File: src/rtl/mult_cpa_stage.sv
// Final carry-propagate stage of the 32b multiplier: resolves the CSA {sum, carry} pair
// into a 64b product over two stages (low half, then high half). Optional macro: MULT_CPA_FLUSH_EN.
module mult_cpa_stage #(
  parameter int TAG_W = 5
) (
  input  logic             i_clk,
  input  logic             i_rst_n,
  input  logic             i_valid,
  output logic             o_ready,
  input  logic [63:0]      i_sum,
  input  logic [63:0]      i_carry,
  input  logic [1:0]       i_op,
  input  logic [TAG_W-1:0] i_tag,
  output logic             o_valid,
  input  logic             i_ready,
  output logic [31:0]      o_result,
  output logic [TAG_W-1:0] o_tag
`ifdef MULT_CPA_FLUSH_EN
  ,
  input  logic             i_flush
`endif
);

  // Handshake: a transfer happens on any edge where valid & ready are both high;
  // a producer holds valid and data stable until that edge, and ready never
  // looks at the valid it is paired with.

  logic             s1_valid;
  logic             s2_valid;
  logic [31:0]      s1_lo;
  logic             s1_c32;
  logic [31:0]      s1_sum_hi;
  logic [31:0]      s1_carry_hi;
  logic [1:0]       s1_op;
  logic [TAG_W-1:0] s1_tag;

  logic             flush;
  logic             accept;
  logic             s1_adv;
  logic [32:0]      lo_sum;
  logic [31:0]      hi_sum;

`ifdef MULT_CPA_FLUSH_EN
  assign flush = i_flush;
`else
  assign flush = 1'b0;
`endif

  assign o_ready = (!s1_valid || !s2_valid || i_ready) && !flush;
  assign accept  = i_valid && o_ready;
  assign s1_adv  = s1_valid && (!s2_valid || i_ready) && !flush;
  assign o_valid = s2_valid;

  assign lo_sum = {1'b0, i_sum[31:0]} + {1'b0, i_carry[31:0]};
  // Carry out of bit 63 falls off the 32b sum by construction.
  assign hi_sum = s1_sum_hi + s1_carry_hi + {31'd0, s1_c32};

  always_ff @(posedge i_clk or negedge i_rst_n) begin
    if (!i_rst_n) begin
      s1_valid    <= 1'b0;
      s1_lo       <= '0;
      s1_c32      <= 1'b0;
      s1_sum_hi   <= '0;
      s1_carry_hi <= '0;
      s1_op       <= '0;
      s1_tag      <= '0;
    end else if (flush) begin
      s1_valid <= 1'b0;
    end else if (accept) begin
      s1_valid    <= 1'b1;
      s1_lo       <= lo_sum[31:0];
      s1_c32      <= lo_sum[32];
      s1_sum_hi   <= i_sum[63:32];
      s1_carry_hi <= i_carry[63:32];
      s1_op       <= i_op;
      s1_tag      <= i_tag;
    end else if (s1_adv) begin
      s1_valid <= 1'b0;
    end
  end

  always_ff @(posedge i_clk or negedge i_rst_n) begin
    if (!i_rst_n) begin
      s2_valid <= 1'b0;
      o_result <= '0;
      o_tag    <= '0;
    end else if (flush) begin
      s2_valid <= 1'b0;
    end else if (s1_adv) begin
      s2_valid <= 1'b1;
      o_result <= (s1_op == 2'b00) ? s1_lo : hi_sum;
      o_tag    <= s1_tag;
    end else if (i_ready) begin
      s2_valid <= 1'b0;
    end
  end

endmodule

File: config.mk
export PLATFORM = sky130hd
export DESIGN_NAME = mult_cpa_stage
export DESIGN_NICKNAME = d
export VERILOG_FILES = /design/src/rtl/mult_cpa_stage.sv
export SDC_FILE = /design/constraint.sdc
export NUM_CORES = 1
export LEC_CHECK = 0
export CORE_MARGIN = 2
export CORE_UTILIZATION = 53
export CTS_CLUSTER_DIAMETER = 150
export DETAILED_ROUTE_END_ITERATION = 10
export GPL_TIMING_DRIVEN = 0
export PLACE_DENSITY_LB_ADDON = 0.25
export SLEW_MARGIN = 25
export SYNTH_ARGS = -nofsm -noshare
export SYNTH_HDL_FRONTEND = slang
export SYNTH_SLANG_ARGS = --single-unit
export TNS_END_PERCENT = 100
File: constraint.sdc
create_clock -name i_clk -period 4 [get_ports i_clk]
set_input_delay 1.2 -clock i_clk [delete_from_list [all_inputs] [get_ports i_clk]]
set_output_delay 1.2 -clock i_clk [all_outputs]
set_load 0.02 [all_outputs]
After elaboration in Yosys (flattened, before gate mapping)
Index checks and enable logic that the tools add are counted.

RAM bits: 0. Latch bits: 0. Memories: 0. ROM bits: 0. Output and inout port bits: 39. Register bits after elaboration: 143.

Magnitude comparators: 0. Multiply operators: 0. Reductions and logical operators: 10. Equality and inequality tests: 0. Add/subtract/negate cells: 3. Multiplexer cells: 5. Shift operators: 0. Divide/modulo/power cells: 0. Bitwise logic cells: 0.

Operator list (number): $add A32 B32 Y33 (1); $add A32 B1 Y32 (1); $add A32 B32 Y32 (1); $mux W32 (1); $mux W1 (4); $reduce_bool A2 Y1 (2); $logic_or A1 B1 Y1 (3); $logic_and A1 B1 Y1 (2); $logic_not A1 Y1 (2); $logic_not A2 Y1 (1).

Depth between registers and ports, before layout
Word-level depth: 5. Gate-level depth with buffers: 10. Depth with buffers taken out: 10.

Least setup slack after synthesis
Ideal clock, no wire load.

Path kind: in2reg. Start point: in i_sum[0]. End point: reg s1_c32. Setup time: 121 ps. Arrival: 3172 ps. Buffers on the path: 0. Path slack: 707 ps. Stages on the path: 10. Cell sequence: ha_1 > fa_1 > a21oi_1 > o31a_1 > a211oi_4 > o21a_2 > a31o_1 > a21oi_1 > nor3_1 > o22a_1.

Cells in the longest elaborated chain, start to end: 1.

Ends and longest elaborated chain: from (decl) (RTL line 10) `input logic [63:0] i_sum,`; $add A32 B32 Y33 (RTL line 54) `assign lo_sum = {1'b0, i_sum[31:0]} + {1'b0, i_carry[31:0]};`; to (signal assigned) (RTL line 72) `s1_c32 <= lo_sum[32];`; to (decl) (RTL line 31) `logic s1_c32;`.

No other way between the ends. A chain may end at the register's enable or synchronous reset.

Worst setup path after layout
Start point: in i_ready. End point: out o_ready.

Cells in the longest elaborated chain, start to end: 1.

Ends and longest elaborated chain: from (decl) (RTL line 15) `input logic i_ready,`; $logic_or A1 B1 Y1 (RTL line 49) `assign o_ready = (!s1_valid || !s2_valid || i_ready) && !flush;`; to (decl) (RTL line 9) `output logic o_ready,`.

No other way between the ends.

==> impl_metrics.py <==
metrics = {
    "sta": {
        "clock_skew_ps": 8.125,
        "tightest_slew_ps": 773.7,
        "report.final.setup_viol": 0,
        "fin_tns_setup_ps": 0,
        "final_max_slew_viol_count": 0,
        "min_period_ps": 3839,
        "hold_violations": 0,
        "fmax_ghz": 0.2605,
        "slew_headroom_pct": 48.42,
        "rsz0062_at_grt": "false",
        "period_share_pct": 95.96,
    },
    "global_route": {
        "grtUsageTotal_pct": 29.34,
        "grt_pass1_vias": 8199,
        "met1_usage_pct": 39.91,
        "grt_max_degree": 90,
        "grt_overflow": 0,
        "grtUsageMet3_pct": 4.490,
        "grt_pass1_wl_um": 41490,
        "grtUsageMet2_pct": 47.59,
        "antenna_found_initial": 0,
        "busiest_layer": "met2",
    },
    "critical_path": {
        "reg2reg_to": "o_result[26]$_DFFE_PN0P_",
        "cp-startpoint": "i_ready",
        "worst-setup-path-type": "in2out",
        "worstPathRequired_ps": 2800,
        "worst_setup_path_end_kind": "output port",
        "cp.arrival_ps": 2640,
        "r2r_cells": 10,
        "r2r_start": "s1_c32$_DFFE_PN0P_",
        "r2r_slack_ps": 470,
        "endpoint": "o_ready",
        "crit_fanout": 4,
        "critPathLaunchType": "input pin",
    },
    "routing": {
        "ant_nets": 0,
        "via_per_inst": 5.642,
        "wire_per_inst_um": 16.89,
        "drtPass1Iterations": 5,
        "drcViolationCount": 0,
        "routed_wirelength_um": 25770,
        "vias": 8609,
        "drtIter0Drc": 774,
    },
    "floorplan": {
        "rows": 47,
        "fp.dieH_um": 133.6,
        "dieArea_um2": 17850,
        "core_um2": 16520,
        "start_util_pct": 53.86,
        "ios": 178,
        "dieWidth_um": 133.6,
    },
    "clocking": {
        "cts-buffers-inserted": 17,
        "h-tree-depth": 4,
        "clock-sinks": 143,
        "cts_tree": "yes",
        "clockBufferDepth": 2,
        "clock_latency_ps": 430,
        "cts.clk_slew.worst_paths_ps": 60,
        "hold_buffers": 0,
        "cts-resized-gates": 0,
        "cts_setup_buffers": 0,
        "cts-root-buf": "clkbuf_16",
    },
    "yosys": {
        "synth_area_um2": 8900,
        "synthAdderAreaFrac_pct": 9.391,
        "synthMuxAreaShare_pct": 0.3374,
        "synth_cell_types": 59,
        "synth.top_cell.area_share_pct": 40.21,
        "synth_simple_gate_area_share_pct": 22.66,
        "synth_fp_nets": 1301,
        "synth-async-reset-ratio_pct": 100.0,
        "synth_compound_area_share_pct": 19.19,
        "yosysSeqAreaShare_pct": 40.21,
        "synthTopCellsByArea": "dfrtp_1, nand2_1, ha_1",
        "ys_warn_count": 0,
        "synth_xor_area_share_pct": 4.724,
        "synth_cells": 1097,
        "yosysTopAreaCell": "dfrtp_1",
        "synth_top_family_by_area": "simple AND/OR/NAND/NOR gates",
        "synth-edff-count": 0,
        "ys_seq_elements": 143,
        "syn_avg_cell_area_um2": 8.113,
        "dominantRegCellSynth": "dfrtp_1",
    },
    "layout": {
        "fin_nets": 1498,
        "drive_above_1_share_pct": 3.446,
        "register_area_um2": 3578,
        "final_cell_area_um2": 11600,
        "mostFrequentLayoutCells": "nand2_1, clkdlybuf4s50_1, dfrtp_1",
        "antenna-diode-count": 0,
        "final_cells": 1526,
        "multi_input_area_um2": 5011,
        "area_growth_pct": 30.30,
        "nFillCells": 1326,
        "mostFrequentLayoutCell": "nand2_1",
    },
    "min_path": {
        "worstHoldPathType": "reg2reg",
        "hp-start": "o_tag[2]$_DFFE_PN0P_",
    },
    "job": {
        "cap_viol_max_count": 0,
    },
    "placement": {
        "place_area_um2": 10980,
        "io_buffers": 177,
        "placedCellCount": 1495,
        "hpwl_um": 19680,
        "gp_congestion": 0.9320,
    },
    "pwr": {
        "ir_worst_vdd_mv": 0.3054,
        "powerDensity_nw_per_um2": 502.0,
        "p_leak_uw": 0.005320,
    },
    "status": {
        "status": "finished clean",
    },
}
per-layer routing:
metal	up-vias	wire, um	part of all wire, %
li1	4184	-	-
met1	4004	11180	43
met2	369	12010	47
met3	52	1744	6.8
met4	0	842	3.3
met5	-	0	0
layout make-up:
type                            instances  share of cell area, %
Clock inverter                         14                  1.651
Clock buffer                           17                  3.669
Tap cell                              220                  2.374
Multi-Input combinational cell        872                  43.21
Sequential cell                       143                  30.86
Inverter                               15                 0.4855
Buffer                                 67                  2.190
Timing Repair Buffer                  178                  15.56
power by group:
part | total, uW | leakage, uW | internal [uW] | switching [uW]
Combinational | 2160 | 0.00328 | 911 | 1250
Sequential | 1980 | 0.00174 | 1760 | 222
Clock | 1680 | 0.000303 | 1040 | 637
worst min-delay path by stage:
| stage | cells after the start | endpoint |
|---|---|---|
| floorplan | 2 | o_tag[0]$_DFFE_PN0P_ |
| global placement | 2 | o_tag[3]$_DFFE_PN0P_ |
| detailed placement | 2 | o_tag[2]$_DFFE_PN0P_ |
| CTS | 2 | o_tag[2]$_DFFE_PN0P_ |
| global route | 2 | o_tag[2]$_DFFE_PN0P_ |
| finish | 2 | o_tag[2]$_DFFE_PN0P_ |
metrics by stage:
| stage | util [%] | power, uW | setup WS (ps) | hold WS [ps] |
|---|---|---|---|---|
| after floorplan | - | 3218 | 707.3 | 438.6 |
| after global routing | 70.17 | 6095 | 181.4 | 491.1 |
| final | 70.17 | 5821 | 161.5 | 472.7 |
| after detailed placement | 66.44 | 4119 | -57.36 | 463.4 |
| after CTS | 70.17 | 5794 | 199.8 | 478.5 |
| after global placement | 66.25 | 4061 | -3895 | 448.9 |
worst max-delay path, cell delays in order:
cell and delay [ps]:
clkdlybuf4s50_1 480, nand3b_1 280, clkdlybuf4s50_1 680
cells by family after synthesis:
kind of cell    count (synthesis)
compound gates                275
mux                             3
buf+inv                        82
flops                         143
fa+ha+maj                      65
simple gates                  481
xor+xnor                       48
synth_stat cells, drive strengths merged, types with 3 or more instances:
cell type,count
nand3,22
nor3,12
o21ai,75
xnor2,37
fa,3
o31ai,8
a211oi,6
mux2i,3
or2,4
a31oi,13
nand2,334
o41ai,4
dfrtp,143
and2,4
a21oi,92
o21bai,16
o211ai,5
inv,15
nor2,49
nand2b,8
nand4,21
a311oi,3
o21a,4
buf,5
xor2,11
ha,62
or3,6
a21o,23
clkbuf,62
o221ai,3
and3,12
o31a,5
nor2b,3
sequential cells by signal, indices dropped and copies added, names as in the netlist:
name and count:
s1_lo 32, o_valid 1, s1_op 2, o_result 32, o_tag 5, s1_c32 1, s1_sum_hi 32, s1_valid 1
s1_carry_hi 32, s1_tag 5
No activity file was read; power rests on OpenSTA's default activity.
